===== src/rtl/voice_allocator.sv =====
// Polyphonic voice scheduler: scans the oscillator slots one per cycle, then assigns a note-on to
// the matching, free or oldest slot, or releases the matching slot on note-off.
module voice_allocator #(
  parameter int unsigned NUM_VOICES = 4,
  parameter int unsigned AGE_W      = 8
) (
  input  logic                    clk,
  input  logic                    reset,
  input  logic                    ev_valid,
  output logic                    ev_ready,
  input  logic                    ev_on,
  input  logic [6:0]              ev_note,
  input  logic [6:0]              ev_velocity,
  input  logic [1:0]              ev_wave_sel,
  input  logic                    panic,
  output logic [7*NUM_VOICES-1:0] voice_note,
  output logic [7*NUM_VOICES-1:0] voice_velocity,
  output logic [2*NUM_VOICES-1:0] voice_wave_sel,
  output logic [NUM_VOICES-1:0]   voice_en,
  output logic [NUM_VOICES-1:0]   voice_retrig
);

  localparam int unsigned IdxW = $clog2(NUM_VOICES);

  typedef enum logic [1:0] {StIdle, StScan, StCommit} state_e;

  state_e          state_q, state_d;
  logic [IdxW-1:0] idx_q, idx_d;
  logic            on_q, on_d;
  logic [6:0]      note_q, note_d, vel_q, vel_d;
  logic [1:0]      wave_q, wave_d;

  logic            match_vld_q, match_vld_d, free_vld_q, free_vld_d, old_vld_q, old_vld_d;
  logic [IdxW-1:0] match_idx_q, match_idx_d, free_idx_q, free_idx_d, old_idx_q, old_idx_d;
  logic [AGE_W-1:0] old_age_q, old_age_d;

  logic [NUM_VOICES-1:0] en_q, en_d, retrig_q, retrig_d;
  logic [6:0]       slot_note_q [NUM_VOICES];
  logic [6:0]       slot_note_d [NUM_VOICES];
  logic [6:0]       slot_vel_q  [NUM_VOICES];
  logic [6:0]       slot_vel_d  [NUM_VOICES];
  logic [1:0]       slot_wave_q [NUM_VOICES];
  logic [1:0]       slot_wave_d [NUM_VOICES];
  logic [AGE_W-1:0] age_q       [NUM_VOICES];
  logic [AGE_W-1:0] age_d       [NUM_VOICES];

  logic [IdxW-1:0] tgt;

  assign ev_ready = (state_q == StIdle) & ~panic;

  always_comb begin
    state_d     = state_q;
    idx_d       = idx_q;
    on_d        = on_q;
    note_d      = note_q;
    vel_d       = vel_q;
    wave_d      = wave_q;
    match_vld_d = match_vld_q;
    match_idx_d = match_idx_q;
    free_vld_d  = free_vld_q;
    free_idx_d  = free_idx_q;
    old_vld_d   = old_vld_q;
    old_idx_d   = old_idx_q;
    old_age_d   = old_age_q;
    en_d        = en_q;
    retrig_d    = '0;
    slot_note_d = slot_note_q;
    slot_vel_d  = slot_vel_q;
    slot_wave_d = slot_wave_q;
    age_d       = age_q;
    tgt         = old_idx_q;

    if (panic) begin
      state_d = StIdle;
      en_d    = '0;
      for (int unsigned i = 0; i < NUM_VOICES; i++) age_d[i] = '0;
    end else begin
      unique case (state_q)
        StIdle: begin
          if (ev_valid) begin
            // Velocity-zero note-on is folded into a note-off here.
            on_d        = ev_on & (ev_velocity != 7'd0);
            note_d      = ev_note;
            vel_d       = ev_velocity;
            wave_d      = ev_wave_sel;
            match_vld_d = 1'b0;
            free_vld_d  = 1'b0;
            old_vld_d   = 1'b0;
            idx_d       = '0;
            state_d     = StScan;
          end
        end
        StScan: begin
          if (en_q[idx_q]) begin
            if (!match_vld_q && slot_note_q[idx_q] == note_q) begin
              match_vld_d = 1'b1;
              match_idx_d = idx_q;
            end
            // Strict compare keeps the lowest index on age ties.
            if (!old_vld_q || age_q[idx_q] > old_age_q) begin
              old_vld_d = 1'b1;
              old_idx_d = idx_q;
              old_age_d = age_q[idx_q];
            end
          end else if (!free_vld_q) begin
            free_vld_d = 1'b1;
            free_idx_d = idx_q;
          end
          if (idx_q == IdxW'(NUM_VOICES - 1)) state_d = StCommit;
          else idx_d = idx_q + 1'b1;
        end
        StCommit: begin
          state_d = StIdle;
          if (match_vld_q)     tgt = match_idx_q;
          else if (free_vld_q) tgt = free_idx_q;
          if (on_q) begin
            for (int unsigned i = 0; i < NUM_VOICES; i++) begin
              if (IdxW'(i) == tgt) begin
                slot_note_d[i] = note_q;
                slot_vel_d[i]  = vel_q;
                slot_wave_d[i] = wave_q;
                en_d[i]        = 1'b1;
                retrig_d[i]    = 1'b1;
                age_d[i]       = '0;
              end else if (en_q[i] && age_q[i] != '1) begin
                age_d[i] = age_q[i] + 1'b1;
              end
            end
          end else if (match_vld_q) begin
            en_d[match_idx_q] = 1'b0;
          end
        end
        default: state_d = StIdle;
      endcase
    end
  end

  always_ff @(posedge clk or posedge reset) begin
    if (reset) begin
      state_q     <= StIdle;
      idx_q       <= '0;
      on_q        <= 1'b0;
      note_q      <= '0;
      vel_q       <= '0;
      wave_q      <= '0;
      match_vld_q <= 1'b0;
      match_idx_q <= '0;
      free_vld_q  <= 1'b0;
      free_idx_q  <= '0;
      old_vld_q   <= 1'b0;
      old_idx_q   <= '0;
      old_age_q   <= '0;
      en_q        <= '0;
      retrig_q    <= '0;
      for (int unsigned i = 0; i < NUM_VOICES; i++) begin
        slot_note_q[i] <= '0;
        slot_vel_q[i]  <= '0;
        slot_wave_q[i] <= '0;
        age_q[i]       <= '0;
      end
    end else begin
      state_q     <= state_d;
      idx_q       <= idx_d;
      on_q        <= on_d;
      note_q      <= note_d;
      vel_q       <= vel_d;
      wave_q      <= wave_d;
      match_vld_q <= match_vld_d;
      match_idx_q <= match_idx_d;
      free_vld_q  <= free_vld_d;
      free_idx_q  <= free_idx_d;
      old_vld_q   <= old_vld_d;
      old_idx_q   <= old_idx_d;
      old_age_q   <= old_age_d;
      en_q        <= en_d;
      retrig_q    <= retrig_d;
      slot_note_q <= slot_note_d;
      slot_vel_q  <= slot_vel_d;
      slot_wave_q <= slot_wave_d;
      age_q       <= age_d;
    end
  end

  for (genvar g = 0; g < NUM_VOICES; g++) begin : g_out
    assign voice_note[7*g +: 7]     = slot_note_q[g];
    assign voice_velocity[7*g +: 7] = slot_vel_q[g];
    assign voice_wave_sel[2*g +: 2] = slot_wave_q[g];
  end
  assign voice_en     = en_q;
  assign voice_retrig = retrig_q;

endmodule


===== config.mk =====
export PLATFORM = sky130hd
export DESIGN_NAME = voice_allocator
export DESIGN_NICKNAME = d
export VERILOG_FILES = /design/src/rtl/voice_allocator.sv
export SDC_FILE = /design/constraint.sdc
export NUM_CORES = 1
export LEC_CHECK = 0
export CAP_MARGIN = 20
export CORE_MARGIN = 8
export CORE_UTILIZATION = 55
export DETAILED_ROUTE_END_ITERATION = 7
export GPL_TIMING_DRIVEN = 0
export PLACE_DENSITY_LB_ADDON = 0.08
export SYNTH_ARGS = -nofsm -noshare
export SYNTH_HDL_FRONTEND = slang
export SYNTH_SLANG_ARGS = --single-unit

===== constraint.sdc =====
create_clock -name clk -period 6.6 [get_ports clk]
set_input_delay 1.32 -clock clk [delete_from_list [all_inputs] [get_ports clk]]
set_output_delay 1.32 -clock clk [all_outputs]
set_load 0.005 [all_outputs]

### Word-level counts from Yosys, hierarchy flattened

Index checks and enable logic that the tools add are counted.

* memories kept: 0
* word-level logic and storage cells: 172
* bits in writable memories: 0
* latch bits: 0
* register bits: 142
* bits in read-only memories: 0
* input port bits: 21
* output and inout port bits: 73

* $add $sub $neg: 5
* reduce and logical (&&, ||, !) cells: 41
* equality and inequality tests: 23
* order comparisons: 5
* shifts and indexed selects: 0
* bitwise operators: 8
* multiplexer cells: 56
* div/mod/pow operators: 0
* multipliers: 0

Operators with widths (count)
* $mux W32: 3
* $mux W8: 10
* $reduce_and A4 Y1: 9
* $add A8 B1 Y8 const B: 4
* $ne A8 B8 Y1 const B: 4
* $mux W4: 7
* $reduce_and A3 Y1: 9
* $mux W2: 9
* $bmux W8 S2: 1
* $mux W1: 16
* $reduce_bool A3 Y1: 5
* $bmux W7 S2: 1
* $mux W7: 2
* $ne A2 B2 Y1 const B: 6
* $ne A3 B2 Y1 const B: 4
* $reduce_and A5 Y1: 2
* $gt A8 B8 Y1: 1
* $pmux W2 S2: 2
* $eq A7 B7 Y1: 1
* $reduce_bool A7 Y1: 1
* $logic_and A1 B1 Y1: 6
* $lt A2 B3 Y1 const B: 2
* $ne A3 B3 Y1 const B: 2
* $pmux W1 S2: 3
* other kinds (19): 28

### Depth between registers and ports, before layout

Gate-level depths: netlist of run 1.

* word-level depth: 10
* mapped depth: 13
* gate-level depth less buffers: 9

### Worst setup path before layout of run 1

OpenSTA, ideal clock, no wires.

* path kind: input to output
* from: input panic
* to: output ev_ready
* data arrival time: 2309 ps
* stages on the path: 4
* slack: 2971 ps
* cells stage by stage: clkbuf_1 > clkbuf_1 > clkbuf_1 > nor3_1

* longest elaborated chain between the ends: 2

RTL lines
* start, declared: line 15 `input logic panic,`
* $not A1 Y1 (no line)
* $and A1 B1 Y1: line 49 `assign ev_ready = (state_q == StIdle) & ~panic;`
* end, declared: line 10 `output logic ev_ready,`

Every way passes these cells.

### Final worst setup path of run 1

Same ends and word-level chain as after synthesis.

==> results.tsv, run 1 <==
stage	metric	value	unit
cells_and_area	fin_cells	811	
clock_network	cts_buffers	17	
global_route	grt_pass1_vias	5183	
cells_and_area	n_fill_cell	854	
logic_synthesis	synth_top_family_by_area	multiplexers	
timing	post-route-period-util	0.768	
pwr	p_per_area	271	mW/mm^2
detailed_routing	vias	4779	
detailed_routing	drt-total-wl	16500	um
die	start_util	0.562	
worst_setup_path	endpoint_kind	output port	
logic_synthesis	netlist_area	0.00673	mm^2
logic_synthesis	synth_cell_types	59	
run	maxCapViolations	0	
pwr	p_leak	3.80	nW
worst_setup_path	crit_family	buffers and inverters	
placement	gp_congestion	0.881	
timing	slew_viol_final	0	
global_route	grt_overflow_total	0	
worst_setup_path	cp_slowest_cell	clkdlybuf4s50_1	
timing	hold_slack	0.505	ns
cells_and_area	layout_commonest_cell	dfrtp_1	
clock_network	path_clk_slew	0.07	ns
placement	portBuffers	93	
logic_synthesis	synth-edff-count	0	
worst_setup_path	start_kind	primary input	
placement	dp_slack	1.53	ns
worst_setup_path	critPathMaxStageDelay	0.50	ns
timing	finalCriticalPeriod	5.07	ns
cells_and_area	syn_to_final_growth	25.7	%
detailed_routing	wl_per_cell	20.3	um
timing	fin_skew	0.0116	ns
logic_synthesis	synth-compound-area-share	0.0685	
clock_network	clk_path_buf_depth	2	
placement	hpwl	11700	um
clock_network	cts_resized	0	
global_route	grt_pass1_wl	27300	um
cells_and_area	drive_above_1_share	0.236	
die	die_w	127	um
logic_synthesis	ys_seq_area_frac	0.528	
clock_network	numClockSinks	142	
worst_setup_path	worstPathMaxFanout	10	
clock_network	htreeDepth	4	
clock_network	clock-root-buffer	clkbuf_16	
clock_network	post_cts_buffers	0	
cells_and_area	mostFrequentLayoutCells	dfrtp_1 (142), mux2_2 (94), clkdlybuf4s50_1 (93)	
timing	finalHoldViolCount	0	
logic_synthesis	yosysWarnings	0	
clock_network	cts_tree	yes	
die	die-area	0.0160	mm^2
timing	layout_setup_ws	1.53	ns
global_route	grt_max_degree	100	
timing	setup_viol	0	
logic_synthesis	synth_ff_type	dfrtp_1	
worst_hold_path	hold_path.class	flop to flop	
logic_synthesis	synth_nets	572	
logic_synthesis	synth-xor-area-share	0.0273	
die	row_count	40	
worst_setup_path	path_cells	clkdlybuf4s50_1, clkbuf_1, clkbuf_1, clkbuf_1, nor3_1, clkdlybuf4s50_1	
logic_synthesis	postSynthCellCount	538	
clock_network	clkLatencyLatePin	0.43	ns
logic_synthesis	synthAdderAreaFrac	0.0242	
global_route	antenna_found_initial	0	
worst_setup_path	crit_path_frequent_cell	clkbuf_1	
global_route	grtUsageTotal	0.219	
detailed_routing	drc_errors	0	
die	die_h	127	um
pwr	peakVddDrop	0.000226	V
detailed_routing	viasPerCell	5.89	
logic_synthesis	synth_simple_gate_area_frac	0.104	
timing	setup_tns	0	ns
worst_setup_path	critPathKind	primary input to output port	
timing	grt_setup_unrepaired	false	
cells_and_area	nets	685	
detailed_routing	drt_first_iter_violations	357	
detailed_routing	dr.pass1.iters	6	
detailed_routing	ant_nets	0	
timing	slew_headroom	0.450	
clock_network	ctsHoldBuffers	0	
worst_setup_path	path_buf_inv	5	
status	outcome	complete, no violations	
logic_synthesis	ys_ff_latch	142	
worst_setup_path	cp.required	5.28	ns
logic_synthesis	postSynthAreaPerCell	12.5	um^2
timing	tightest_slew	0.819	ns
die	ios	94	
worst_setup_path	cp.arrival	3.75	ns
die	fp.coreArea	0.0120	mm^2
logic_synthesis	async_reset_ff_frac	1.00	
timing	fmax	197	MHz
logic_synthesis	synth.area.mux_share	0.220	
cells_and_area	antennaDiodeCount	0	
placement	place_inst	779	
-- path summary, 6_finish.rpt --
kind / from / end / slack (ns) / cells past startpoint
setup / recovery: panic / ev_ready / 1.53 / 6
hold / removal: free_idx_q[0] / free_idx_q[0] / 0.51 / 1
setup reg to reg: idx_q[1] / old_age_q[1] / 3.01 / 11
hold reg to reg: free_idx_q[0] / free_idx_q[0] / 0.51 / 1
max in group asynchronous: reset / voice_velocity[22] / 4.50 / 3
min in group asynchronous: reset / age_q[5] / 1.29 / 2
-- where the power goes --
| part | switching, mW | internal, mW | total [mW] | leakage (nW) |
|---|---|---|---|---|
| Clock | 0.411 | 0.531 | 0.942 | 0.277 |
| Combinational | 0.184 | 0.175 | 0.359 | 1.58 |
| Sequential | 0.0604 | 0.929 | 0.989 | 1.94 |
-- cells by family after synthesis --
logic type,after synthesis
buf+inv,39
fa+ha+maj,13
simple gates,137
flops,142
mux,117
xor+xnor,21
compound gates,69
-- metrics by stage --
| stage | util | power (mW) | area, um^2 |
|---|---|---|---|
| final | 0.706 | 2.29 | 8450 |
| after global routing | 0.706 | 2.38 | 8450 |
| after CTS | 0.706 | 2.30 | 8450 |
| after detailed placement | 0.658 | 1.36 | 7870 |
| after global placement | 0.655 | 1.34 | 7840 |
| after floorplan | - | 1.23 | 6730 |
-- cell usage after synthesis, types with 9 or more instances --
cell type	instances	area share
dfrtp_1	142	0.53
clkbuf_1	12	0.0067
o21ai_0	24	0.018
xor2_1	15	0.020
nand3_1	12	0.0089
mux2_2	94	0.16
nand2_1	31	0.017
ha_1	13	0.024
inv_1	18	0.010
nor2_1	36	0.020
mux2i_1	9	0.013
nor3_1	18	0.013
a21oi_1	11	0.0082
nand4_1	10	0.0093
-- routing by layer --
metal / track usage / vias up / share of wire
met3: 0.0767 / 23 / 0.064
met1: 0.252 / 2421 / 0.40
met5: 0 / - / 0
met2: 0.370 / 141 / 0.51
met4: 0.0821 / 0 / 0.021
li1: - / 2194 / -
-- flip-flops by register name, summed over array words and instances, names as in the netlist, 4 cells and up --
| name | cells |
|---|---|
| age_q | 32 |
| voice_note | 28 |
| voice_velocity | 28 |
| old_age_q | 8 |
| voice_wave_sel | 8 |
| note_q | 7 |
| vel_q | 7 |
| voice_en | 4 |
| voice_retrig | 4 |
-- cell type report --
cell class,count,area (um^2),share of cell area
flip-flops and latches,142,3550,0.420
multi-input cells,357,2990,0.353
repair buffers,94,958,0.113
clock buffers,17,425,0.0503
well taps,147,184,0.0218
clock inverters,15,153,0.0181
plain buffers,21,119,0.0141
inverters,18,72.6,0.00859
No activity file was read; power rests on OpenSTA's default activity.
==> run 2: changes to the inputs <==
Settings changed: CORE_UTILIZATION 55 to 50.
Clock period 6.6 ns to 4.41 ns, I/O delays scaled along.
==> results.tsv, run 2 (synthesized netlist as in run 1, its figures left out) <==
stage	metric	value	unit	change
timing	finalCriticalPeriod	4.21	ns	
timing	grt_setup_unrepaired	false		
worst_setup_path	cp_slowest_cell	clkdlybuf4s50_1		
clock_network	post_cts_buffers	0		unchanged
detailed_routing	drt_first_iter_violations	250		-30%
pwr	p_seq_frac	0.422		-0.010
pwr	p_leak	3.83	nW	+0.74%
worst_hold_path	min_to	voice_velocity[1]		
pwr	pwr-share-comb	0.152		-0.005
timing	setup_tns	0	ns	unchanged
pwr	p_per_area	409	mW/mm^2	+51%
clock_network	clkLatencyLatePin	0.43	ns	about the same
placement	hpwl	11900	um	+1.2%
clock_network	htreeDepth	4		unchanged
timing	tightest_slew	0.793	ns	-0.0254 ns
worst_setup_path	worstPathMaxFanout	10		unchanged
cells_and_area	largest_reg_flops	32		unchanged
worst_setup_path	critPathKind	primary input to output port		
timing	fmax	237	MHz	
die	die-area	0.0174	mm^2	+8.7%
die	die_h	132	um	+4.3%
global_route	antenna_found_initial	0		unchanged
worst_setup_path	path_cells	clkdlybuf4s50_1, clkbuf_1, clkbuf_1, clkbuf_1, nor3_1, clkdlybuf4s50_1		
pwr	p_int	2.57	mW	+57%
worst_setup_path	crit_path_frequent_cell	clkbuf_1		
detailed_routing	drt-total-wl	16200	um	-1.4%
worst_setup_path	endpoint_kind	output port		
clock_network	clk_path_buf_depth	2		unchanged
timing	setup_viol	0		unchanged
detailed_routing	vias	4738		-0.86%
worst_hold_path	hold_path.class	flop to flop		
global_route	grtUsageTotal	0.198		-0.0214
worst_setup_path	start_kind	primary input		
cells_and_area	layout_commonest_cell	dfrtp_1		
pwr	power_frac_clock	0.426		+0.015
placement	gp_congestion	0.906		+2.9%
cells_and_area	antennaDiodeCount	0		unchanged
cells_and_area	mostFrequentLayoutCells	dfrtp_1 (142), mux2_2 (94), clkdlybuf4s50_1 (93)		
clock_network	cts_tree	yes		
pwr	p_sw_frac	0.266		-0.0201
worst_hold_path	hold_depth	1		unchanged
timing	finalHoldViolCount	0		unchanged
cells_and_area	nets	687		+0.29%
detailed_routing	ant_nets	0		unchanged
global_route	grt_overflow_total	0		unchanged
die	start_util	0.510		-0.0524
pwr	power.total	3.50	mW	+53%
worst_setup_path	ff2ff_path_depth	11		unchanged
worst_setup_path	r2r-end	old_idx_q[1]		
detailed_routing	dr.pass1.iters	4		-2
die	row_count	42		+5.0%
die	ios	94		unchanged
clock_network	path_clk_slew	0.06	ns	about the same
timing	fin_skew	0.00818	ns	-0.00344 ns
global_route	grt_max_degree	44		-56%
detailed_routing	wl_per_cell	19.3	um	-5.0%
worst_hold_path	min-delay-start	voice_velocity[1]		
timing	layout_setup_ws	0.199	ns	-1.33 ns
cells_and_area	drive_above_1_share	0.239		+0.00229
timing	slew_viol_final	0		unchanged
clock_network	numClockSinks	142		unchanged
status	outcome	complete, no violations		
global_route	grt_pass1_vias	5023		-3.1%
worst_setup_path	cp.required	3.53	ns	-1.75 ns
clock_network	cts_buffers	17		unchanged
pwr	peakVddDrop	0.000313	V	+39%
worst_setup_path	critPathMaxStageDelay	0.50	ns	about the same
die	die_w	132	um	+4.3%
worst_setup_path	r2r_start	idx_q[1]		
clock_network	ctsHoldBuffers	0		unchanged
worst_setup_path	r2r_slack	0.86	ns	-2.15 ns
placement	dp_slack	0.187	ns	-1.34 ns
cells_and_area	regMostFlops	age_q		
cells_and_area	syn_to_final_growth	27.3	%	
worst_setup_path	cp.arrival	3.33	ns	-0.42 ns
timing	post-route-period-util	0.955		
detailed_routing	viasPerCell	5.63		-4.5%
cells_and_area	regArea	0.00355	mm^2	unchanged
detailed_routing	drc_errors	0		unchanged
clock_network	cts_resized	0		unchanged
cells_and_area	n_fill_cell	1005		+18%
cells_and_area	multi_input_area	0.00299	mm^2	unchanged
run	maxCapViolations	0		unchanged
timing	hold_slack	0.504	ns	-0.00134 ns
die	fp.coreArea	0.0132	mm^2	+10%
placement	portBuffers	93		unchanged
timing	slew_headroom	0.467		+0.0172
global_route	grt_pass1_wl	26700	um	-2.2%
clock_network	clock-root-buffer	clkbuf_16		
pwr	p_switching	932	uW	+42%
-- run 2: cell count changes in the layout (fill, tap and decap cells not counted) --
cell        previous run  this run
clkinvlp_4             3         5
inv_8                  3         2
buf_12                 1         4
bufinv_16              1         3
clkinv_4               3         1
buf_16                 1         0
clkbuf_8               0         1
inv_6                  5         3
-- run 2: critical path, delay by kind of cell --
kind / cells / cell delay (ns)
buffers and inverters: 5 / 2.31
AND/OR/NAND/NOR: 1 / 0.13
-- run 2: how the worst max path moves through the flow --
stage	cells past startpoint	endpoint	slack (ns)	start
floorplan	12	old_age_q[0]	1.38	idx_q[0]
global placement	6	ev_ready	0.18	panic
detailed placement	6	ev_ready	0.19	panic
CTS	6	ev_ready	0.17	panic
global route	6	ev_ready	0.02	panic
finish	6	ev_ready	0.20	panic
-- run 2: through the flow --
stage                     cell area (um^2)  instances   util
after global routing                  8560        842  0.649
after CTS                             8560        842  0.649
after floorplan                       6730        538      -
final                                 8560        842  0.649
after detailed placement              7940        810  0.602
after global placement                7880        807  0.597
-- run 2: metal layers --
layer,global-route usage,part of all wire
met1,0.220,0.41
met2,0.331,0.50
met4,0.0887,0.026
met5,0,0
met3,0.0732,0.065
-- run 2: power groups by stage --
stage / Combinational, mW / Clock, mW / Sequential, mW
final: 0.531 / 1.49 / 1.48
after global routing: 0.578 / 1.57 / 1.50
after floorplan: 0.368 / 0 / 1.48
after global placement: 0.517 / 0 / 1.50
after CTS: 0.539 / 1.52 / 1.48
after detailed placement: 0.535 / 0 / 1.50
-- run 2: cell type report --
class                   count  area share
flip-flops and latches    142       0.415
multi-input cells         357       0.349
repair buffers             96       0.116
clock buffers              18      0.0513
well taps                 176      0.0257
clock inverters            14      0.0213
plain buffers              21      0.0139
inverters                  18     0.00833
==> run 3: changes to the inputs <==
Settings changed: MAX_ROUTING_LAYER from default to met4, SKIP_LAST_GASP from default to 1.
==> results.tsv, run 3 (synthesized netlist as in run 1, its figures left out) <==
stage	metric	value	unit	change
global_route	grt_pass1_vias	5035		+0.24%
timing	tightest_slew	0.786	ns	-0.00750 ns
die	fp.coreArea	0.0132	mm^2	unchanged
worst_setup_path	cp.required	3.53	ns	about the same
timing	finalHoldViolCount	0		unchanged
clock_network	cts_resized	0		unchanged
cells_and_area	multi_input_area	0.00299	mm^2	unchanged
clock_network	path_clk_slew	0.06	ns	about the same
status	outcome	complete, no violations		
timing	setup_viol	0		unchanged
placement	gp_congestion	0.922		+1.7%
clock_network	post_cts_buffers	0		unchanged
detailed_routing	wl_per_cell	19.4	um	+0.49%
detailed_routing	dr.pass1.iters	4		unchanged
die	ios	94		unchanged
clock_network	htreeDepth	4		unchanged
clock_network	ctsHoldBuffers	0		unchanged
worst_setup_path	worstPathMaxFanout	10		unchanged
global_route	grt_overflow_total	0		unchanged
cells_and_area	regArea	0.00355	mm^2	unchanged
timing	slew_headroom	0.472		+0.00504
cells_and_area	largest_reg_flops	32		unchanged
detailed_routing	drt-total-wl	16300	um	+0.49%
cells_and_area	fin_area	0.00856	mm^2	unchanged
global_route	grtUsageTotal	0.203		+0.00574
timing	post-route-period-util	0.956		about the same
timing	fin_skew	0.00890	ns	+0.000718 ns
placement	place_area	0.00794	mm^2	unchanged
placement	hpwl	11900	um	unchanged
worst_setup_path	path_cells	clkdlybuf4s50_1, clkbuf_1, clkbuf_1, clkbuf_1, nor3_1, clkdlybuf4s50_1		
timing	slew_viol_final	0		unchanged
pwr	peakVddDrop	0.000311	V	-0.58%
clock_network	clk_path_buf_depth	2		unchanged
cells_and_area	regMostFlops	age_q		
worst_hold_path	hold_path.class	flop to flop		
cells_and_area	mostFrequentLayoutCells	dfrtp_1 (142), mux2_2 (94), clkdlybuf4s50_1 (93)		
worst_setup_path	cp_slowest_cell	clkdlybuf4s50_1		
pwr	p_leak	3.83	nW	unchanged
cells_and_area	n_fill_cell	1005		unchanged
placement	portBuffers	93		unchanged
detailed_routing	viasPerCell	5.64		+0.19%
cells_and_area	nets	687		unchanged
worst_hold_path	hold_depth	1		unchanged
cells_and_area	drive_above_1_share	0.239		unchanged
die	row_count	42		unchanged
global_route	antenna_found_initial	0		unchanged
worst_setup_path	critPathMaxStageDelay	0.50	ns	about the same
detailed_routing	drt_first_iter_violations	245		-2.0%
worst_setup_path	ff2ff_path_depth	11		unchanged
cells_and_area	antennaDiodeCount	0		unchanged
worst_setup_path	start_kind	primary input		
worst_setup_path	cp.arrival	3.33	ns	about the same
global_route	grt_max_degree	44		unchanged
clock_network	cts_tree	yes		
global_route	busiest_layer	met2		
worst_setup_path	critPathKind	primary input to output port		
die	die_w	132	um	unchanged
clock_network	clock-root-buffer	clkbuf_16		
clock_network	cts_buffers	17		unchanged
timing	setup_tns	0	ns	unchanged
global_route	met2_usage	0.332		+0.000567
timing	hold_slack	0.504	ns	-0.0000740 ns
die	die_h	132	um	unchanged
timing	finalCriticalPeriod	4.21	ns	+0.00257 ns
clock_network	numClockSinks	142		unchanged
clock_network	clkLatencyLatePin	0.43	ns	about the same
cells_and_area	layout_commonest_cell	dfrtp_1		
worst_setup_path	crit_path_frequent_cell	clkbuf_1		
pwr	p_per_area	410	mW/mm^2	+0.24%
global_route	grt_pass1_wl	26700	um	-0.26%
timing	fmax	237	MHz	about the same
die	die-area	0.0174	mm^2	unchanged
die	start_util	0.510		unchanged
timing	layout_setup_ws	0.196	ns	-0.00257 ns
detailed_routing	drc_errors	0		unchanged
cells_and_area	syn_to_final_growth	27.3	%	unchanged
detailed_routing	ant_nets	0		unchanged
worst_setup_path	endpoint_kind	output port		
run	maxCapViolations	0		unchanged
detailed_routing	vias	4747		+0.19%
global_route	met3_usage	0.0667		-0.00648
placement	dp_slack	0.187	ns	unchanged
global_route	gr-usage-met1	0.224		+0.00364
timing	grt_setup_unrepaired	false		
[run 3: report_power, final]
| group | internal, mW | total, mW | leakage, nW | switching [mW] |
|---|---|---|---|---|
| Clock | 0.916 | 1.50 | 0.293 | 0.585 |
| Combinational | 0.265 | 0.532 | 1.59 | 0.267 |
| Sequential | 1.39 | 1.48 | 1.94 | 0.0890 |
| Total | 2.57 | 3.51 | 3.83 | 0.941 |
[run 3: worst paths after layout]
path	end	from	slack, ns
min in group asynchronous	age_q[14]	reset	0.89
max in group asynchronous	voice_velocity[1]	reset	2.67
min	voice_wave_sel[0]	voice_wave_sel[0]	0.50
max reg2reg	old_age_q[3]	idx_q[1]	0.87
max	ev_ready	panic	0.20
min reg2reg	voice_wave_sel[0]	voice_wave_sel[0]	0.50
[run 3: metal layers]
layer	share of wire	wire length, um	vias to the layer above
li1	-	-	2199
met1	0.41	6720	2398
met2	0.50	8180	120
met3	0.062	1010	30
met4	0.026	426	0
met5	0	0	-
[run 3: critical path: cells and delay by family]
family | cells | cell delay (ns)
buffers and inverters | 5 | 2.32
AND/OR/NAND/NOR | 1 | 0.13
[run 3: cell type report]
type                            count  share of cell area
Sequential cell                   142               0.415
Buffer                             21              0.0139
Clock buffer                       18              0.0513
Clock inverter                     14              0.0213
Tap cell                          176              0.0257
Timing Repair Buffer               96               0.116
Inverter                           18             0.00833
Multi-Input combinational cell    357               0.349
[run 3: through the flow]
stage          utilization  std cells  power [mW]
3_3_place_gp         0.597        807        2.02
4_1_cts              0.649        842        3.54
2_1_floorplan            -        538        1.84
6_report             0.649        842        3.51
3_5_place_dp         0.602        810        2.04
5_1_grt              0.649        842        3.65
